`config.mk`:
```
export PLATFORM = sky130hd
export DESIGN_NAME = data_mem_read_sched
export DESIGN_NICKNAME = d
export VERILOG_FILES = /design/src/rtl/wino_mem_pkg.sv /design/src/rtl/data_mem_read_sched_tile_addr_gen.sv /design/src/rtl/data_mem_read_sched.sv
export SDC_FILE = /design/constraint.sdc
export NUM_CORES = 1
export LEC_CHECK = 0
export ABC_AREA = 0
export CAP_MARGIN = 10
export CELL_PAD_IN_SITES_DETAIL_PLACEMENT = 0
export CELL_PAD_IN_SITES_GLOBAL_PLACEMENT = 2
export CORE_MARGIN = 8
export CORE_UTILIZATION = 30
export CTS_CLUSTER_SIZE = 30
export DETAILED_ROUTE_END_ITERATION = 12
export PLACE_DENSITY = 0.83
export SLEW_MARGIN = 10
export SYNTH_ARGS = -nofsm -noshare
export SYNTH_HDL_FRONTEND = slang
export SYNTH_SLANG_ARGS = --single-unit
```
`constraint.sdc`:
```
create_clock -name clk -period 11 [get_ports clk]
set_input_delay 1.65 -clock clk [delete_from_list [all_inputs] [get_ports clk]]
set_output_delay 1.65 -clock clk [all_outputs]
set_load 0.01 [all_outputs]
```
`src/rtl/wino_mem_pkg.sv`:
```
// Shared constants and state encoding for the Winograd input-tile memory read scheduler.
package wino_mem_pkg;
    localparam int ADDR_W = 8;
    localparam int DEPTH  = 128;
    localparam int PASS_W = 4;

    typedef enum logic [1:0] {
        IDLE,
        ISSUE,
        DONE
    } sched_state_t;
endpackage

```
`src/rtl/data_mem_read_sched_tile_addr_gen.sv`:
```
// Tile counter plus the wrapped address pair, valid pair and last flag for the package
// that the counter will point at after this cycle's clear/advance.
module tile_addr_gen
    import wino_mem_pkg::*;
(
    input  logic              clk,
    input  logic              reset,
    input  logic              clear,
    input  logic              advance,
    input  logic [ADDR_W-1:0] base,
    input  logic [ADDR_W-1:0] num_tiles,
    output logic [ADDR_W-1:0] addr_1,
    output logic [ADDR_W-1:0] addr_2,
    output logic              valid_1,
    output logic              valid_2,
    output logic              last
);
    localparam logic [ADDR_W:0] DEPTH_X = (ADDR_W+1)'(DEPTH);

    logic [ADDR_W-1:0] cnt_reg;
    logic [ADDR_W-1:0] cnt_next;
    logic [ADDR_W-1:0] rem;
    logic [ADDR_W:0]   sum  [2];
    logic [ADDR_W:0]   wrap [2];

    always_comb begin
        cnt_next = cnt_reg;
        if (clear) begin
            cnt_next = '0;
        end else if (advance) begin
            cnt_next = cnt_reg + ADDR_W'(2);
        end
    end

    always_ff @(posedge clk) begin
        if (reset) begin
            cnt_reg <= '0;
        end else begin
            cnt_reg <= cnt_next;
        end
    end

    // One extra bit keeps base+cnt+1 exact before the modulo reduction.
    for (genvar gi = 0; gi < 2; gi++) begin : g_port
        assign sum[gi]  = {1'b0, base} + {1'b0, cnt_next} + (ADDR_W+1)'(gi);
        assign wrap[gi] = sum[gi] % DEPTH_X;
    end

    assign rem     = num_tiles - cnt_next;
    assign valid_1 = (rem != '0);
    assign valid_2 = (rem >= ADDR_W'(2));
    assign last    = (rem <= ADDR_W'(2));
    assign addr_1  = wrap[0][ADDR_W-1:0];
    assign addr_2  = valid_2 ? wrap[1][ADDR_W-1:0] : wrap[0][ADDR_W-1:0];
endmodule

```
`src/rtl/data_mem_read_sched.sv`:
```
// Read scheduler: walks a tile run two addresses per cycle on the dual-port tile memory,
// repeating it once per output-channel pass, with backpressure hold and scan-load abort.
module data_mem_read_sched
    import wino_mem_pkg::*;
(
    input  logic              clk,
    input  logic              reset,
    input  logic              start,
    input  logic [ADDR_W-1:0] cfg_base,
    input  logic [ADDR_W-1:0] cfg_num_tiles,
    input  logic [PASS_W-1:0] cfg_num_passes,
    input  logic              scan_mode,
    input  logic              ready_in,
    output logic [ADDR_W-1:0] addr_1_out,
    output logic [ADDR_W-1:0] addr_2_out,
    output logic              package_1_valid_out,
    output logic              package_2_valid_out,
    output logic              last_out,
    output logic [PASS_W-1:0] pass_idx_out,
    output logic              busy,
    output logic              done
);
    sched_state_t      state_reg;
    logic [ADDR_W-1:0] base_reg;
    logic [ADDR_W-1:0] num_tiles_reg;
    logic [PASS_W-1:0] num_passes_reg;
    logic [PASS_W-1:0] pass_reg;
    logic [ADDR_W-1:0] addr_1_reg;
    logic [ADDR_W-1:0] addr_2_reg;
    logic              valid_1_reg;
    logic              valid_2_reg;
    logic              last_reg;
    logic              busy_reg;
    logic              done_reg;

    logic              start_ok;
    logic              accept;
    logic              gen_clear;
    logic              gen_advance;
    logic [ADDR_W-1:0] gen_base;
    logic [ADDR_W-1:0] gen_num_tiles;
    logic [ADDR_W-1:0] gen_addr_1;
    logic [ADDR_W-1:0] gen_addr_2;
    logic              gen_valid_1;
    logic              gen_valid_2;
    logic              gen_last;

    assign start_ok    = (state_reg == IDLE) && start && !scan_mode;
    assign accept      = (state_reg == ISSUE) && valid_1_reg && ready_in && !scan_mode;
    assign gen_clear   = start_ok || (accept && last_reg);
    assign gen_advance = accept && !last_reg;

    // In IDLE the generator looks straight at cfg so the first package registers on the start edge.
    assign gen_base      = (state_reg == IDLE) ? cfg_base      : base_reg;
    assign gen_num_tiles = (state_reg == IDLE) ? cfg_num_tiles : num_tiles_reg;

    tile_addr_gen u_addr_gen (
        .clk       (clk),
        .reset     (reset),
        .clear     (gen_clear),
        .advance   (gen_advance),
        .base      (gen_base),
        .num_tiles (gen_num_tiles),
        .addr_1    (gen_addr_1),
        .addr_2    (gen_addr_2),
        .valid_1   (gen_valid_1),
        .valid_2   (gen_valid_2),
        .last      (gen_last)
    );

    always_ff @(posedge clk) begin
        if (reset) begin
            state_reg      <= IDLE;
            base_reg       <= '0;
            num_tiles_reg  <= '0;
            num_passes_reg <= '0;
            pass_reg       <= '0;
            addr_1_reg     <= '0;
            addr_2_reg     <= '0;
            valid_1_reg    <= 1'b0;
            valid_2_reg    <= 1'b0;
            last_reg       <= 1'b0;
            busy_reg       <= 1'b0;
            done_reg       <= 1'b0;
        end else begin
            done_reg <= 1'b0;
            case (state_reg)
                IDLE: begin
                    if (start_ok) begin
                        base_reg       <= cfg_base;
                        num_tiles_reg  <= cfg_num_tiles;
                        num_passes_reg <= cfg_num_passes;
                        pass_reg       <= '0;
                        busy_reg       <= 1'b1;
                        if (cfg_num_tiles != '0 && cfg_num_passes != '0) begin
                            state_reg   <= ISSUE;
                            addr_1_reg  <= gen_addr_1;
                            addr_2_reg  <= gen_addr_2;
                            valid_1_reg <= gen_valid_1;
                            valid_2_reg <= gen_valid_2;
                            last_reg    <= gen_last;
                        end else begin
                            state_reg <= DONE;
                            done_reg  <= 1'b1;
                        end
                    end
                end
                ISSUE: begin
                    if (scan_mode || (accept && last_reg &&
                                      pass_reg == num_passes_reg - PASS_W'(1))) begin
                        state_reg   <= scan_mode ? IDLE : DONE;
                        busy_reg    <= !scan_mode;
                        done_reg    <= !scan_mode;
                        pass_reg    <= '0;
                        addr_1_reg  <= '0;
                        addr_2_reg  <= '0;
                        valid_1_reg <= 1'b0;
                        valid_2_reg <= 1'b0;
                        last_reg    <= 1'b0;
                    end else if (accept) begin
                        if (last_reg) begin
                            pass_reg <= pass_reg + PASS_W'(1);
                        end
                        addr_1_reg  <= gen_addr_1;
                        addr_2_reg  <= gen_addr_2;
                        valid_1_reg <= gen_valid_1;
                        valid_2_reg <= gen_valid_2;
                        last_reg    <= gen_last;
                    end
                end
                DONE: begin
                    state_reg <= IDLE;
                    busy_reg  <= 1'b0;
                end
                default: begin
                    state_reg <= IDLE;
                    busy_reg  <= 1'b0;
                end
            endcase
        end
    end

    assign addr_1_out          = addr_1_reg;
    assign addr_2_out          = addr_2_reg;
    assign package_1_valid_out = valid_1_reg;
    assign package_2_valid_out = valid_2_reg;
    assign last_out            = last_reg;
    assign pass_idx_out        = pass_reg;
    assign busy                = busy_reg;
    assign done                = done_reg;
endmodule

```
==> metrics.md <==
| Metric | Value |
|---|---|
| Status | `finished clean` |
| Peak VDD IR | `0.0000465 V` |
| Crit start category | `input port` |
| Worst-Margin Slew | `0.840 ns` |
| Height of the die | `119 um` |
| Area growth syn-to-layout | `20.4%` |
| Area after DPL | `3770 um2` |
| Gpl congestion | `0.801` |
| Cell area power density | `107 nW/um2` |
| Root buf cell | `clkbuf_8` |
| Pleak | `1.52 nW` |
| Clk pin slew, worst setup/hold paths | `0.09 ns` |
| Iter 0 DRT Violations | `118` |
| Arrival time worst endpoint | `6.15 ns` |
| Commonest non-fill, non-tap cells in the layout | `57 x nand2_1, 52 x dfxtp_1, 46 x clkdlybuf4s50_1, 43 x a21oi_1, 30 x nor2_1` |
| Sequential share of the synthesized area | `32.7%` |
| CTS sink count | `52` |
| Wirelength per Cell | `15.0 um` |
| Post-Route Setup TNS | `0 ns` |
| Avg Vias per Cell | `4.99` |
| # IOs | `50` |
| Global-route wire length before repair | `14600 um` |
| Post-synth EDFFs | `0` |
| Total CTS buffers | `5` |
| Cell count after synthesis | `393` |
| Top FF cell, synth | `dfxtp_1` |
| Antenna viol nets, final | `0` |
| Global route overflow | `0` |
| Synth cell types | `54` |
| PortBufs | `46` |
| Largest net degree at the start of global routing | `43` |
| Slew Viols, Final | `0` |
| Max Fclk | `168 MHz` |
| Overall routing resource usage | `12.5%` |
| Hold Crit Class | `reg -> reg` |
| Synthesized flop and latch total | `52` |
| Core area | `10300 um2` |
| CTS max path bufs | `2` |
| Via count of the first global-routing pass | `2835` |
| Initial Util | `30.9%` |
| Layout cells sized above 1 | `6.73%` |
| Final setup vio count | `0` |
| Commonest non-fill, non-tap cell in the layout | `nand2_1` |
| RSZ-0062 raised after global routing | `no` |
| Diodes inserted | `0` |
| Post-CTS sizing | `0` |
| Drt drc | `0` |
| Hpwl dp | `6450 um` |
| Crit path kind | `in -> reg` |
| Synth area leaders | `dfxtp_1 33%, a21oi_1 6.8%, nand2_1 6.7%` |
| Synth top area share | `32.7%` |
| Worst slew margin | `44.0%` |
| CTS tree | `done` |
| First-pass DRT Iterations | `4` |
| CTS H-tree depth | `2` |
| Post-synthesis area per instance | `8.11 um2` |
| Worst Setup End Kind | `register` |
| Minimum clock period | `5.94 ns` |
| Period Utilization, post-route | `54.0%` |
| Die area | `14200 um2` |
| Ys Warns | `0` |
| Hold Vio Cnt, Final | `0` |
| Mapped Area | `3190 um2` |
| Initial antenna violation count | `0` |
| Latest clock arrival within the worst-skew pair | `0.31 ns` |
| Vias | `2828` |
| Clock skew | `0.00531 ns` |
| Detailed Route WL | `8500 um` |
| Nets | `475` |
| Postcts setup bufs | `0` |
| Max FO, Critical Path | `22` |
| Die width | `119 um` |
| Area leader, netlist | `dfxtp_1` |
| Rows | `37` |
| Post-CTS Hold Buffers | `0` |
| Design Area, Final | `3840 um2` |
| Async set-reset flop share out of synthesis | `0%` |
| Max-cap violations | `0` |
| CP required | `11.21 ns` |
final timing paths:
path	endpoint	start	slack, ns	depth (start not counted)
hold reg to reg	num_tiles_reg[1]$_SDFFE_PP0P_	num_tiles_reg[1]$_SDFFE_PP0P_	0.46	2
hold / removal	num_tiles_reg[1]$_SDFFE_PP0P_	num_tiles_reg[1]$_SDFFE_PP0P_	0.46	2
setup reg to reg	addr_2_out[1]$_SDFFE_PP0P_	state_reg[0]$_SDFFE_PP0P_	6.46	14
setup / recovery	addr_2_out[1]$_SDFFE_PP0P_	scan_mode	5.06	14
cells in the mapped netlist (all sizes together), types with 6 or more instances:
library cell / number
nor3: 7
nand2: 57
inv: 20
dfxtp: 52
nand4: 7
o21ai: 15
nor2: 30
clkbuf: 12
a21oi: 43
and3: 6
xor2: 9
a22oi: 9
ha: 15
nor2b: 6
mux2: 12
nand3: 6
a22o: 7
xnor2: 14
logic make-up after synthesis:
kind of cell             synth area share (%)
flip-flops                               32.7
AO/OA/AOI/OAI                            21.8
buffers and inverters                    4.71
other                                   0.118
XOR/XNOR                                 6.32
adder cells (fa/ha/maj)                  7.15
AND/OR/NAND/NOR                          21.4
multiplexers                             5.81
power breakdown:
group          switching (W)  internal, W  total [W]
logic              0.0000555    0.0000488   0.000104
clock network      0.0000608    0.0000413   0.000102
registers         0.00000701     0.000198   0.000205
total               0.000123     0.000288   0.000411
worst max-delay path, cell delays in order:
cell             delay [ns]
clkdlybuf4s50_1        0.52
nor2b_1                0.25
and2_1                 0.71
or2_2                  0.27
inv_1                  0.10
fa_1                   0.49
nand2b_1               0.19
a21oi_1                0.39
nor2b_1                0.18
o21ai_1                0.10
a2111oi_4              0.46
nand4_4                0.24
mux2_1                 0.39
a22o_1                 0.20
layer usage:
layer  vias to the layer above  global-route usage [%]  part of all wire [%]
met1                      1309                    15.6                    47
met3                        11                    2.13                   2.7
met4                         0                    4.66                   2.0
met2                        43                    21.1                    48
li1                       1465                       -                     -
met5                         -                       0                     0
layout make-up:
type	instances	area, um2
Sequential cell	52	1040
Timing Repair Buffer	49	483
Multi-Input combinational cell	305	2000
Fill cell	1072	6490
Inverter	20	75.1
Tap cell	136	170
Clock buffer	5	68.8
per-stage QoR:
step	utilization [%]	hold WS, ns	setup WS (ns)	std cells	total power (W)
after floorplan	-	0.433	6.01	394	0.000275
after global placement	36.5	0.439	4.72	562	0.000313
after detailed placement	36.5	0.445	4.74	562	0.000314
after CTS	37.2	0.457	5.05	567	0.000418
after global routing	37.2	0.477	4.65	567	0.000439
final	37.2	0.455	5.06	567	0.000411
Note: power is estimated with default switching activity, not from simulation.
